$ cat config.mk
export PLATFORM = sky130hd
export DESIGN_NAME = pacman_mover
export DESIGN_NICKNAME = d
export VERILOG_FILES = /design/src/rtl/pacman_pkg.sv /design/src/rtl/tile_step.sv /design/src/rtl/pacman_mover.sv
export SDC_FILE = /design/constraint.sdc
export NUM_CORES = 1
export LEC_CHECK = 0
export BUFFER_PORTS_ARGS = -buffer_cell sky130_fd_sc_hd__clkbuf_2
export CORE_AREA = 4 4 77 79
export CTS_BUF_LIST = sky130_fd_sc_hd__clkbuf_8 sky130_fd_sc_hd__clkbuf_16
export DETAILED_ROUTE_END_ITERATION = 8
export DIE_AREA = 0 0 81 83
export GPL_ROUTABILITY_DRIVEN = 0
export PLACE_DENSITY = 0.76
export SLEW_MARGIN = 20
export SYNTH_ARGS = -nofsm -noshare
export SYNTH_HDL_FRONTEND = slang
export SYNTH_SLANG_ARGS = --single-unit
export TNS_END_PERCENT = 10
$ cat constraint.sdc
create_clock -name clock -period 5.5 [get_ports clock]
set_input_delay 1.1 -clock clock [delete_from_list [all_inputs] [get_ports clock]]
set_output_delay 1.1 -clock clock [all_outputs]
set_load 0.02 [all_outputs]
$ cat src/rtl/pacman_pkg.sv
// Shared definitions for the maze movers: heading codes, FSM states and map geometry.
package pacman_pkg;

  typedef enum logic [2:0] {
    DIR_UP    = 3'd0,
    DIR_DOWN  = 3'd1,
    DIR_LEFT  = 3'd2,
    DIR_RIGHT = 3'd3,
    DIR_NONE  = 3'd4
  } dir_e;

  typedef enum logic [1:0] {
    ST_IDLE     = 2'd0,
    ST_TRY_NEXT = 2'd1,
    ST_TRY_CUR  = 2'd2
  } state_e;

  localparam int MAP_W    = 27;
  localparam int MAP_H    = 24;
  localparam int TUNNEL_Y = 10;

  // Fixed key priority: up > down > left > right; no key keeps the old request.
  function automatic dir_e key_dir(input logic up, input logic dn, input logic lf,
                                   input logic rt, input dir_e hold);
    if (up)      return DIR_UP;
    else if (dn) return DIR_DOWN;
    else if (lf) return DIR_LEFT;
    else if (rt) return DIR_RIGHT;
    else         return hold;
  endfunction

endpackage

$ cat src/rtl/tile_step.sv
// Combinational neighbour-tile computation: position plus heading gives target and legality.
// Illegal targets (edge of map, NONE) report the input position unchanged.
module tile_step #(
  parameter int MAP_W    = pacman_pkg::MAP_W,
  parameter int MAP_H    = pacman_pkg::MAP_H,
  parameter int TUNNEL_Y = pacman_pkg::TUNNEL_Y
) (
  input  logic [7:0] x,
  input  logic [6:0] y,
  input  logic [2:0] dir,
  output logic [7:0] tx,
  output logic [6:0] ty,
  output logic       legal
);
  import pacman_pkg::*;

  always_comb begin
    tx    = x;
    ty    = y;
    legal = 1'b0;
    case (dir)
      DIR_UP: begin
        if (y != 7'd0) begin
          ty    = y - 7'd1;
          legal = 1'b1;
        end
      end
      DIR_DOWN: begin
        if (y < 7'(MAP_H - 1)) begin
          ty    = y + 7'd1;
          legal = 1'b1;
        end
      end
      DIR_LEFT: begin
        if (x != 8'd0) begin
          tx    = x - 8'd1;
          legal = 1'b1;
        end else if (y == 7'(TUNNEL_Y)) begin
          tx    = 8'(MAP_W - 1);
          legal = 1'b1;
        end
      end
      DIR_RIGHT: begin
        if (x < 8'(MAP_W - 1)) begin
          tx    = x + 8'd1;
          legal = 1'b1;
        end else if (y == 7'(TUNNEL_Y)) begin
          tx    = 8'd0;
          legal = 1'b1;
        end
      end
      default: ;
    endcase
  end

endmodule

$ cat src/rtl/pacman_mover.sv
// Player mover: on each tick tries the requested heading, falls back to the current heading,
// otherwise reports blocked. The wall bit comes from an external map LUT addressed by map_x/map_y.
module pacman_mover #(
  parameter int START_X  = 13,
  parameter int START_Y  = 18,
  parameter int MAP_W    = pacman_pkg::MAP_W,
  parameter int MAP_H    = pacman_pkg::MAP_H,
  parameter int TUNNEL_Y = pacman_pkg::TUNNEL_Y
) (
  input  logic       clock,
  input  logic       resetn,
  input  logic       tick,
  input  logic       key_up,
  input  logic       key_down,
  input  logic       key_left,
  input  logic       key_right,
  output logic [7:0] map_x,
  output logic [6:0] map_y,
  input  logic       map_wall,
  output logic [7:0] pos_x,
  output logic [6:0] pos_y,
  output logic [2:0] cur_dir,
  output logic       moved,
  output logic       blocked,
  output logic       busy,
  output logic [1:0] dbg_state
);
  import pacman_pkg::*;

  // Handshake: tick is a one-cycle request accepted only while busy=0; a request
  // seen while busy=1 is dropped. Exactly one moved or blocked pulse answers it.

  state_e     r_state, w_state_nxt;
  dir_e       r_next_dir, r_try_dir, r_cur_dir;
  logic [7:0] r_pos_x, r_map_x;
  logic [6:0] r_pos_y, r_map_y;
  logic       r_legal, r_moved, r_blocked;

  logic       w_load_map, w_commit, w_adopt, w_block;
  logic [2:0] w_step_dir;
  logic [7:0] w_tx;
  logic [6:0] w_ty;
  logic       w_legal;

  // IDLE evaluates the requested heading; TRY_NEXT prepares the fallback on cur_dir.
  assign w_step_dir = (r_state == ST_IDLE) ? r_next_dir : r_cur_dir;

  tile_step #(
    .MAP_W   (MAP_W),
    .MAP_H   (MAP_H),
    .TUNNEL_Y(TUNNEL_Y)
  ) u_step (
    .x    (r_pos_x),
    .y    (r_pos_y),
    .dir  (w_step_dir),
    .tx   (w_tx),
    .ty   (w_ty),
    .legal(w_legal)
  );

  always_ff @(posedge clock or negedge resetn) begin
    if (!resetn) r_state <= ST_IDLE;
    else         r_state <= w_state_nxt;
  end

  always_comb begin
    w_state_nxt = r_state;
    w_load_map  = 1'b0;
    w_commit    = 1'b0;
    w_adopt     = 1'b0;
    w_block     = 1'b0;
    case (r_state)
      ST_IDLE: begin
        if (tick) begin
          w_load_map  = 1'b1;
          w_state_nxt = ST_TRY_NEXT;
        end
      end
      ST_TRY_NEXT: begin
        if (r_legal && !map_wall) begin
          w_commit    = 1'b1;
          w_adopt     = 1'b1;
          w_state_nxt = ST_IDLE;
        end else begin
          w_load_map  = 1'b1;
          w_state_nxt = ST_TRY_CUR;
        end
      end
      ST_TRY_CUR: begin
        if (r_legal && !map_wall) w_commit = 1'b1;
        else                      w_block  = 1'b1;
        w_state_nxt = ST_IDLE;
      end
      default: w_state_nxt = ST_IDLE;
    endcase
  end

  always_ff @(posedge clock or negedge resetn) begin
    if (!resetn) begin
      r_next_dir <= DIR_NONE;
      r_try_dir  <= DIR_NONE;
      r_cur_dir  <= DIR_NONE;
      r_pos_x    <= 8'(START_X);
      r_pos_y    <= 7'(START_Y);
      r_map_x    <= 8'(START_X);
      r_map_y    <= 7'(START_Y);
      r_legal    <= 1'b0;
      r_moved    <= 1'b0;
      r_blocked  <= 1'b0;
    end else begin
      r_next_dir <= key_dir(key_up, key_down, key_left, key_right, r_next_dir);
      r_moved    <= w_commit;
      r_blocked  <= w_block;
      // Latch the heading this tick actually used, so later key changes cannot leak in.
      if (r_state == ST_IDLE && tick) r_try_dir <= r_next_dir;
      if (w_load_map) begin
        r_legal <= w_legal;
        if (w_legal) begin
          r_map_x <= w_tx;
          r_map_y <= w_ty;
        end
      end
      if (w_commit) begin
        r_pos_x <= r_map_x;
        r_pos_y <= r_map_y;
      end
      if (w_adopt) r_cur_dir <= r_try_dir;
    end
  end

  assign map_x     = r_map_x;
  assign map_y     = r_map_y;
  assign pos_x     = r_pos_x;
  assign pos_y     = r_pos_y;
  assign cur_dir   = r_cur_dir;
  assign moved     = r_moved;
  assign blocked   = r_blocked;
  assign busy      = (r_state != ST_IDLE);
  assign dbg_state = r_state;

endmodule

### After elaboration in Yosys (flattened, before gate mapping)

Index checks and enable logic that the tools add are counted.

| cells by class | value |
|---|---|
| magnitude comparators | 2 |
| eq/ne operators | 7 |
| reductions and logical operators | 11 |
| $add $sub $neg | 4 |
| multiplexer cells | 29 |

Operators by type and width:

| cell | number |
|---|---|
| 8-bit 2-to-1 mux | 4 |
| 8-bit case mux with 2 select lines | 1 |
| 3-bit 2-to-1 mux | 5 |
| 7-bit 2-to-1 mux | 2 |
| 7-bit case mux with 2 select lines | 1 |
| 1-bit 2-to-1 mux | 11 |
| 8-bit by 1-bit adder with 8-bit output, second input constant | 1 |
| 8-bit by 5-bit less-than comparator with 1-bit output, second input constant | 1 |
| 8-bit nonzero test | 1 |
| 8-bit by 1-bit subtractor with 8-bit output, second input constant | 1 |
| 7-bit by 1-bit adder with 7-bit output, second input constant | 1 |
| 7-bit by 4-bit == test with 1-bit output, second input constant | 1 |
| 7-bit by 5-bit less-than comparator with 1-bit output, second input constant | 1 |
| 7-bit nonzero test | 1 |
| 7-bit by 1-bit subtractor with 7-bit output, second input constant | 1 |
| 3-bit by 2-bit == test with 1-bit output, second input constant | 2 |
| 2-bit 2-to-1 mux | 2 |
| 1-bit case mux with 4 select lines | 1 |
| 2-bit case mux with 2 select lines | 1 |
| 4-bit nonzero test | 1 |
| 3-bit by 1-bit == test with 1-bit output, second input constant | 1 |
| 3-bit zero test | 1 |
| 2-bit by 1-bit == test with 1-bit output, second input constant | 1 |
| 2-bit == test, second input constant | 1 |
| 8 further kinds | 9 |

| word-level totals | value |
|---|---|
| input bits | 8 |
| bits in registers | 44 |
| output and inout port bits | 38 |
| word-level logic and storage cells | 64 |

### Depth between registers and ports, before layout

Gate-level depths: netlist of run 1.

| depth | value |
|---|---|
| depth in word-level cells | 5 |
| mapped depth | 10 |

### Cells and area by module

Synthesis of run 1 repeated with hierarchy kept, for this count alone.

| second synthesis, totals | value |
|---|---|
| cell total of the unflattened synthesis | 235 |
| area total of the unflattened synthesis | 2,706.3 µm² |

By module, submodules not included:

| module | cells an instance | times used | area each (µm²) | sequential area each (µm²) |
|---|---|---|---|---|
| pacman_mover | 117 | 1 | 1,875.5 | 1,117.3 |
| tile_step | 118 | 1 | 830.8 | 0.0 |

### Least setup slack after synthesis of run 1

No wires, ideal clock.

| path | value |
|---|---|
| path type | reg2reg |
| start | register r_state[0] (netlist: dbg_state[0]) |
| end | register r_map_x[1] (netlist: map_x[1]) |
| clock period less this slack | 2.637 ns |
| path slack | 2.863 ns |
| buffers on the path | 3 |
| setup time | 0.125 ns |
| cell stages (with the launch flop) | 11 |
| required time | 5.375 ns |
| data arrival time | 2.512 ns |
| cell sequence | dfrtp_1 inv_1 ha_1 buf_2 mux2i_2 a21oi_1 a311oi_1 o22a_1 buf_6 buf_12 mux2_4 |

| between the ends | value |
|---|---|
| word-level cells in the longest chain between the ends | 5 |

RTL lines:

| item | RTL line | source |
|---|---|---|
| start, declared | pacman_mover.sv:33 | `state_e r_state, w_state_nxt;` |
| start signal, assigned | pacman_mover.sv:63 | `else r_state <= w_state_nxt;` |
| 2-bit zero test | pacman_mover.sv:46, pacman_mover.sv:72 |  |
| 3-bit 2-to-1 mux | pacman_mover.sv:46 | `assign w_step_dir = (r_state == ST_IDLE) ? r_next_dir : r_cur_dir;` |
| 3-bit by 2-bit == test with 1-bit output (tied with other cells) | tile_step.sv:21 | `case (dir)` |
| 1-bit case mux with 4 select lines | tile_step.sv:21 |  |
| 2-bit AND reduction (no source line) | - |  |
| end signal, assigned | pacman_mover.sv:105 | `r_map_x <= 8'(START_X);` |
| end signal, assigned | pacman_mover.sv:119 | `r_map_x <= w_tx;` |
| end, declared | pacman_mover.sv:35 | `logic [7:0] r_pos_x, r_map_x;` |

Several ways; a longest one is shown, not always the timed one.
A chain may end at the register's enable or synchronous reset.

### Worst setup path in the final report of run 1

| path | value |
|---|---|
| start | register r_state[0] (netlist: dbg_state[0]) |
| end | register r_map_y[3] (netlist: map_y[3]) |

| between the ends | value |
|---|---|
| word-level cells in the longest chain between the ends | 5 |

RTL lines:

| item | RTL line | source |
|---|---|---|
| 2-bit zero test | pacman_mover.sv:46, pacman_mover.sv:72 |  |
| 3-bit 2-to-1 mux | pacman_mover.sv:46 |  |
| 3-bit by 2-bit == test with 1-bit output (tied with other cells) | tile_step.sv:21 |  |
| 1-bit case mux with 4 select lines | tile_step.sv:21 |  |
| 2-bit AND reduction (no source line) | - |  |
| end signal, assigned | pacman_mover.sv:106 | `r_map_y <= 7'(START_Y);` |
| end signal, assigned | pacman_mover.sv:120 | `r_map_y <= w_ty;` |
| end, declared | pacman_mover.sv:36 | `logic [6:0] r_pos_y, r_map_y;` |

Several ways; a longest one is shown, not always the timed one.

==> results of run 1 <==
-- layer usage --
| metal | share of wire, % | GRT usage (%) |
|---|---|---|
| met5 | 0 | 0 |
| met4 | 1.0 | 5.53 |
| met3 | 5.2 | 4.34 |
| met2 | 49 | 30.5 |
| met1 | 45 | 25.0 |
-- final cells by class --
| type | count | share of cell area [%] |
|---|---|---|
| Tap cell | 72 | 2.85 |
| Timing Repair Buffer | 46 | 7.36 |
| Sequential cell | 44 | 35.3 |
| Clock inverter | 3 | 2.85 |
| Multi-Input combinational cell | 200 | 48.0 |
| Inverter | 12 | 1.42 |
| Clock buffer | 5 | 2.18 |
-- worst reg2reg max path, cell delays in order (launching register included) --
cell and delay (ns):
dfrtp_1 0.41, inv_1 0.09, ha_1 0.49, mux2i_2 0.54
a21oi_1 0.14, a311oi_1 0.52, o22a_1 0.86, mux2_2 0.43
-- stage by stage --
step	hold WS (ns)	setup slack, ns	utilization, %
finish	0.494	1.90	59.2
CTS	0.498	1.89	59.2
detailed placement	0.486	1.93	56.3
global placement	0.483	2.10	56.3
global route	0.506	1.61	59.2
floorplan	0.465	2.86	-
-- synthesized netlist by cell type (all sizes together), types with 7 or more instances --
master	instances	area share [%]
buf	7	2.8
a21oi	7	1.3
dfrtp	31	28
nor2	17	2.3
dfstp	13	12
inv	12	1.6
mux2	26	11
nand2	20	2.7
ha	10	4.5
o21ai	15	2.7
nor3	13	2.3
-- flip-flops by register name (all words and copies together), names as in the netlist, 2 cells and up --
name and cells:
map_x 8, cur_dir 3, dbg_state 2, r_try_dir 3, pos_x 8, r_next_dir 3, pos_y 7, map_y 7
-- power groups by stage --
| stage | combinational [mW] | clock [mW] | sequential, mW |
|---|---|---|---|
| 6_report | 1.27 | 0.336 | 0.659 |
| 5_1_grt | 1.39 | 0.357 | 0.689 |
| 4_1_cts | 1.27 | 0.343 | 0.657 |
| 3_5_place_dp | 1.27 | 0 | 0.663 |
| 3_3_place_gp | 1.25 | 0 | 0.656 |
| 2_1_floorplan | 0.954 | 0 | 0.726 |
-- worst max path at each step --
| stage | endpoint | from | cells after the start |
|---|---|---|---|
| 4_1_cts | map_y[3] | dbg_state[0] | 7 |
| 5_1_grt | map_y[2] | dbg_state[0] | 7 |
| 2_1_floorplan | map_x[1] | dbg_state[0] | 10 |
| 6_report | map_y[3] | dbg_state[0] | 7 |
| 3_3_place_gp | map_x[7] | dbg_state[0] | 7 |
| 3_5_place_dp | map_y[3] | dbg_state[0] | 7 |
-- kinds of logic (layout without fill, tap and decap cells) --
group | Yosys count | after routing | share of synthesized area, %
simple gates | 93 | 93 | 19.2
compound gates | 63 | 63 | 16.7
flops | 44 | 44 | 40.2
mux | 32 | 32 | 13.6
buf+inv | 25 | 66 | 5.22
fa+ha+maj | 10 | 10 | 4.50
xor+xnor | 2 | 2 | 0.630
==> results.cfg, run 1 <==
[outcome]
outcome = finished clean

[route]
drtIter0Drc = 154
antenna_left = 0
drt_pass1_iterations = 4
avgRoutedWirePerCell_um = 15.8
routed-via-count = 2270
routed_via_density = 5.94
drt_wl_total_um = 6020
drc_errors = 0

[timing]
tns_ns = 0
slew_violations = 0
hold_viol = 0
rsz0062_at_grt = no
skew_ns = 0.00870
period_needed_ns = 3.60
post-route-period-util_pct = 65.4
fmax_mhz = 278
tightest_slew_ns = 0.933
setup_violations = 0
maxSlewHeadroom_pct = 37.8

[yosys]
syn_nets = 287
syn-mean-instance-area_um2 = 10.3
synth_cells = 269
yosysUniqueCellTypes = 63
synth_area_mm2 = 0.00278
synthArstFlopShare_pct = 100
ys_seq_area_share_pct = 40.2
synth-seq-cells = 44
synth_edf_count = 0
yosys_warnings = 0
ys.flop_type = dfrtp_1

[worst_setup_path]
crit_required_ns = 5.68
cp_cell_sequence = inv_1 -> ha_1 -> mux2i_2 -> a21oi_1 -> a311oi_1 -> o22a_1 -> mux2_2
critPathTopFamily = compound AO/OA/AOI/OAI gates
rr_endpoint = map_y[3]
r2r_setup_slack_ns = 1.90
ff2ff_path_depth = 7
path_class = reg2reg
cp_max_fo = 17
max_stage_delay_ns = 0.86
worstSetupStartpointType = register
rr_startpoint = dbg_state[0]
endpoint_kind = register
cp_slowest_cell = o22a_1
path_buf_inv = 1
critPathArrivalTime_ns = 3.78

[finish]
syn2layout_area_growth_pct = 13.7
antenna_cells = 0
final_common_cell = clkbuf_2
regArea_mm2 = 0.00112
fillers = 495
num-nets-final = 327
fin_cells = 382
multi_input_area_mm2 = 0.00152
layout_common_cells = clkbuf_2 (45), dfrtp_1 (31), nand2_1 (20), mux2_2 (20), nor2_1 (17)
fin_area_mm2 = 0.00316
final_layout_size_suffix_gt1_share_pct = 33.5

[pwr]
pwr-share-clk_pct = 14.8
power_density_mw_per_mm2 = 717
internal-power_mw = 1.26
swShare_pct = 44.6
combPwrFrac_pct = 56.1
power_mw = 2.27
p_seq_share_pct = 29.1
leakage_nw = 1.48
peakVddDrop_mv = 0.320
power.switching_mw = 1.01

[clock_network]
cts_tree = yes
hold_buffers = 0
cts_resized = 0
cts_sinks = 44
htreeDepth = 2
cts_buffers = 5
root_buffer = clkbuf_8
path_clk_slew_ns = 0.09
clockBufferDepth = 2
clkLatencyLatePin_ns = 0.30
cts_setup_buffers = 0

[floorplanning]
chipWidth_um = 81
rows = 27
die-area_mm2 = 0.00672
die_h_um = 83
initial_core_util_pct = 52.1
io_pins = 46
core_area_mm2 = 0.00534

[flow_run]
drv_cap = 0

[place]
port-buffer-count = 45
placed_cell_area_mm2 = 0.00300
dp_cells = 374
dp_hpwl_um = 4380

[grt]
grt-ovfl-total = 0
grt_pass1_vias = 2227
grt_pass1_wl_um = 10400
grt_start_max_net_pins = 45
track_usage_pct = 18.8
antenna_found_initial = 0

[min_path]
hp-class = reg2reg
min_to = pos_x[3]
holdPathStages = 2
hp-start = map_x[3]
(Power assumes the default switching activity.)
==> run 2, diff against run 1 <==
--- a/config.mk
+++ b/config.mk
@@ -6,12 +6,12 @@
 export NUM_CORES = 1
 export LEC_CHECK = 0
 export BUFFER_PORTS_ARGS = -buffer_cell sky130_fd_sc_hd__clkbuf_2
-export CORE_AREA = 4 4 77 79
+export CORE_AREA = 4 4 79 81
 export CTS_BUF_LIST = sky130_fd_sc_hd__clkbuf_8 sky130_fd_sc_hd__clkbuf_16
 export DETAILED_ROUTE_END_ITERATION = 8
-export DIE_AREA = 0 0 81 83
+export DIE_AREA = 0 0 83 85
 export GPL_ROUTABILITY_DRIVEN = 0
-export PLACE_DENSITY = 0.76
+export PLACE_DENSITY = 0.75
 export SLEW_MARGIN = 20
 export SYNTH_ARGS = -nofsm -noshare
 export SYNTH_HDL_FRONTEND = slang
==> constraint.sdc (replaced) <==
create_clock -name clock -period 3.2 [get_ports clock]
set_input_delay 0.64 -clock clock [delete_from_list [all_inputs] [get_ports clock]]
set_output_delay 0.64 -clock clock [all_outputs]
set_load 0.02 [all_outputs]
==> run 2 against run 1 <==
Compared with the run above: critical path depth is 1 higher; power is 77% higher; non-clock buffer count is 5 higher; wire length grew 2.0%; utilization down 0.55 points; global-route usage fell by 0.57 points; register-to-register slack worse by 1.5 ns; critical endpoint unchanged; highest routed layer unchanged.
==> results.cfg, run 2 (synthesized netlist as in run 1, its figures left out) <==
[floorplanning]
io_pins = 46
core_area_mm2 = 0.00547
die_h_um = 85
die-area_mm2 = 0.00706
chipWidth_um = 83
rows = 27
initial_core_util_pct = 50.8

[clock_network]
cts_sinks = 44
cts_resized = 0
path_clk_slew_ns = 0.08
clkLatencyLatePin_ns = 0.30
cts_buffers = 5
clockBufferDepth = 2
cts_tree = yes
root_buffer = clkbuf_8
cts_setup_buffers = 0
hold_buffers = 0
htreeDepth = 2

[finish]
fin_cells = 387
final_common_cell = clkbuf_2
antenna_cells = 0
final_core_util_pct = 58.7
num-nets-final = 332
layout_common_cells = clkbuf_2 (44), dfrtp_1 (31), nand2_1 (20), mux2_2 (20), nor2_1 (17)
syn2layout_area_growth_pct = 15.5
final_layout_size_suffix_gt1_share_pct = 34.6
fin_area_mm2 = 0.00321

[place]
dp_cells = 379
placed_cell_area_mm2 = 0.00305
port-buffer-count = 45
pre_cts_slack_ns = 0.382
dp_hpwl_um = 4510

[pwr]
power_density_mw_per_mm2 = 1250
leakage_nw = 1.51
power_mw = 4.00
peakVddDrop_mv = 0.724

[worst_setup_path]
ff2ff_path_depth = 8
max_stage_delay_ns = 0.50
rr_endpoint = map_y[3]
cp_slowest_cell = ha_1
r2r_setup_slack_ns = 0.36
cp_max_fo = 17
critPathArrivalTime_ns = 3.03
endpoint_kind = register
path_class = reg2reg
worstSetupStartpointType = register
rr_startpoint = dbg_state[1]
cp_cell_sequence = inv_1 -> ha_1 -> nor4bb_1 -> nor2_1 -> o22ai_1 -> o22a_1 -> buf_12 -> mux2_2
crit_required_ns = 3.39

[grt]
grt_start_max_net_pins = 43
track_usage_pct = 18.3
grt_pass1_wl_um = 10700
grt_pass1_vias = 2210
antenna_found_initial = 0
grt-ovfl-total = 0

[route]
routed-via-count = 2264
avgRoutedWirePerCell_um = 15.9
drt_pass1_iterations = 4
drt_wl_total_um = 6140
drc_errors = 0
routed_via_density = 5.85
antenna_left = 0
drtIter0Drc = 99

[timing]
skew_ns = 0.00528
tns_ns = 0
setup_violations = 0
fmax_mhz = 353
hold_ws_ns = 0.468
post-route-period-util_pct = 88.6
period_needed_ns = 2.84
maxSlewHeadroom_pct = 37.7
hold_viol = 0
slew_violations = 0
tightest_slew_ns = 0.934
rsz0062_at_grt = no
fin_ws_ns = 0.365

[outcome]
outcome = finished clean

[min_path]
hp-class = in2async

[flow_run]
drv_cap = 0
==> run 2: cell types whose count changed in the layout (fill, tap and decap cells not counted), sizes merged <==
cell,before,now
clkbuf,50,49
buf,1,7
==> run 2: how the worst max path moves through the flow <==
| stage | cells past startpoint | endpoint | from | slack, ns |
|---|---|---|---|---|
| 2_1_floorplan | 10 | map_x[1] | dbg_state[0] | 0.56 |
| 3_3_place_gp | 8 | map_x[7] | dbg_state[0] | 0.53 |
| 3_5_place_dp | 8 | map_y[3] | dbg_state[1] | 0.38 |
| 4_1_cts | 8 | map_y[3] | dbg_state[1] | 0.36 |
| 5_1_grt | 8 | map_y[3] | dbg_state[0] | 0.08 |
| 6_report | 8 | map_y[3] | dbg_state[1] | 0.36 |
==> run 2: cell type report <==
type | count | area, um2
fill | 487 | 2260
multi-input combinational | 200 | 1520
sequential | 44 | 1120
timing repair buffer | 51 | 283
clock inverter | 3 | 90.1
tap | 72 | 90.1
clock buffer | 5 | 68.8
inverter | 12 | 45.0
==> run 2: report_power, final <==
group / internal (mW) / switching [mW] / leakage [nW]
Combinational: 1.04 / 1.26 / 0.893
Sequential: 0.820 / 0.298 / 0.539
Clock: 0.390 / 0.193 / 0.0784
Total: 2.25 / 1.75 / 1.51
==> run 2: critical path: cells and delay by family (launching register included) <==
kind            cells  cell delay [ns]
simple gates        2             0.65
compound gates      2             0.54
fa+ha+maj           1             0.50
flops               1             0.41
mux                 1             0.35
buf+inv             2             0.29
==> run 2: per-layer routing <==
layer	GRT usage, %	routed length (um)	vias up
li1	-	-	1094
met1	24.3	2750	1113
met2	29.9	2990	48
met3	4.08	296	9
met4	5.65	96	0
met5	0	0	-
==> run 3, diff against run 2 <==
--- a/config.mk
+++ b/config.mk
@@ -5,13 +5,14 @@
 export SDC_FILE = /design/constraint.sdc
 export NUM_CORES = 1
 export LEC_CHECK = 0
-export BUFFER_PORTS_ARGS = -buffer_cell sky130_fd_sc_hd__clkbuf_2
-export CORE_AREA = 4 4 79 81
+export CAP_MARGIN = 20
+export CORE_AREA = 4 4 77 79
 export CTS_BUF_LIST = sky130_fd_sc_hd__clkbuf_8 sky130_fd_sc_hd__clkbuf_16
 export DETAILED_ROUTE_END_ITERATION = 8
-export DIE_AREA = 0 0 83 85
+export DIE_AREA = 0 0 81 83
+export DONT_BUFFER_PORTS = 1
 export GPL_ROUTABILITY_DRIVEN = 0
-export PLACE_DENSITY = 0.75
+export PLACE_DENSITY = 0.71
 export SLEW_MARGIN = 20
 export SYNTH_ARGS = -nofsm -noshare
 export SYNTH_HDL_FRONTEND = slang
==> run 3 against run 2 <==
Compared with the run above: final cell count decreased by 11%; critical path depth unchanged; clock skew increased by 0.0030 ns; final area decreased by 8.6%; worst hold slack got worse by 0.44 ns.
==> results.cfg, run 3 (synthesized netlist as in run 1, its figures left out) <==
[route]
drc_errors = 0
routed_via_density = 6.27
drt_wl_total_um = 6220
drt_pass1_iterations = 5
antenna_left = 0
routed-via-count = 2149
avgRoutedWirePerCell_um = 18.1
drtIter0Drc = 149

[timing]
hold_ws_ns = 0.0270
maxSlewHeadroom_pct = 57.7
tns_ns = 0
tightest_slew_ns = 0.633
period_needed_ns = 2.87
rsz0062_at_grt = no
slew_violations = 0
skew_ns = 0.00832
hold_viol = 0
fmax_mhz = 348
post-route-period-util_pct = 89.8
setup_violations = 0

[worst_setup_path]
critPathLaunch = dbg_state[0]
cp_max_fo = 17
critPathArrivalTime_ns = 3.06
crit_required_ns = 3.39
cp_cell_sequence = inv_1 -> ha_1 -> nor4bb_1 -> nor2_1 -> o22ai_1 -> o22a_1 -> buf_4 -> mux2_2
endpoint_kind = register
max_stage_delay_ns = 0.51
worstSetupStartpointType = register
path_class = reg2reg
cp_slowest_cell = ha_1
rr_startpoint = dbg_state[0]

[grt]
track_usage_pct = 19.0
antenna_found_initial = 0
grt_pass1_vias = 2045
grt_pass1_wl_um = 10200
grt_start_max_net_pins = 45
grt-ovfl-total = 0

[floorplanning]
initial_core_util_pct = 52.1
die-area_mm2 = 0.00672
chipWidth_um = 81
die_h_um = 83
rows = 27
core_area_mm2 = 0.00534
io_pins = 46

[min_path]
hp-class = in2async

[pwr]
power_density_mw_per_mm2 = 1250
power_mw = 3.66
peakVddDrop_mv = 0.568
leakage_nw = 1.29

[finish]
fillers = 504
layout_common_cells = dfrtp_1 (31), nand2_1 (20), mux2_2 (20)
num-nets-final = 288
antenna_cells = 0
final_common_cell = dfrtp_1
final_core_util_pct = 55.0
fin_area_mm2 = 0.00294
final_layout_size_suffix_gt1_share_pct = 23.6
syn2layout_area_growth_pct = 5.63

[clock_network]
cts_tree = yes
cts_resized = 0
path_clk_slew_ns = 0.09
cts_buffers = 5
root_buffer = clkbuf_8
cts_sinks = 44
clockBufferDepth = 2
clkLatencyLatePin_ns = 0.30
htreeDepth = 2

[place]
dp_hpwl_um = 4460
placed_cell_area_mm2 = 0.00282
port-buffer-count = 0

[flow_run]
drv_cap = 0

[outcome]
outcome = finished clean
[run 3: changes by cell type in the layout (fill, tap and decap cells not counted), sizes merged]
cell,delta
buf,-1
bufinv,-2
clkbuf,-44
clkinv,+1
clkinvlp,+1
dlygate4sd3,+1
[run 3: timing repair]
item / 4_1_cts / 5_1_grt
buffers inserted: 0 / 0
hold endpoints to repair: 0 / 2
setup endpoints to repair: 0 / 0
hold buffers: 0 / 1
[run 3: stage by stage]
stage / setup WS [ns] / cells
after floorplan: 0.563 / 269
after global placement: 0.407 / 334
after detailed placement: 0.366 / 334
after CTS: 0.337 / 342
after global routing: 0.149 / 343
final: 0.328 / 343
[run 3: worst paths after layout]
kind	depth (start not counted)	slack, ns	endpoint
worst max register to register	8	0.33	map_y[3]
min in group clock	1	0.36	r_next_dir[2]
worst max-delay path	8	0.33	map_y[3]
worst min-delay path	0	0.03	r_legal
max in group asynchronous	1	2.47	r_next_dir[0]
worst min register to register	1	0.51	r_try_dir[0]
[run 3: per-layer routing]
| metal | global-route usage, % | vias to the layer above | wire (um) |
|---|---|---|---|
| met5 | 0 | - | 0 |
| met4 | 6.30 | 0 | 75 |
| met1 | 24.7 | 1052 | 2670 |
| li1 | - | 1012 | - |
| met2 | 30.2 | 77 | 2970 |
| met3 | 5.42 | 8 | 504 |
[run 3: power by group]
group | leakage (nW) | internal, mW | switching, mW | total, mW
Combinational | 0.697 | 0.896 | 0.961 | 1.86
Sequential | 0.539 | 0.820 | 0.560 | 1.38
Clock | 0.0541 | 0.231 | 0.193 | 0.425
Total | 1.29 | 1.95 | 1.71 | 3.66
[run 3: area by class of cell]
type / instances / area (um2) / area share, %
Multi-Input combinational cell: 200 / 1520 / 51.7
Sequential cell: 44 / 1120 / 38.0
Tap cell: 72 / 90.1 / 3.07
Clock buffer: 5 / 68.8 / 2.34
Timing Repair Buffer: 7 / 55.1 / 1.87
Inverter: 12 / 45.0 / 1.53
Clock inverter: 3 / 42.5 / 1.45
[run 3: worst max-delay path: cells and delay by family (launching register included)]
| kind | cells | cell delay, ns |
|---|---|---|
| AO/OA/AOI/OAI | 2 | 0.44 |
| buffers and inverters | 2 | 0.35 |
| flip-flops | 1 | 0.48 |
| adder cells (fa/ha/maj) | 1 | 0.51 |
| multiplexers | 1 | 0.36 |
| AND/OR/NAND/NOR | 2 | 0.61 |
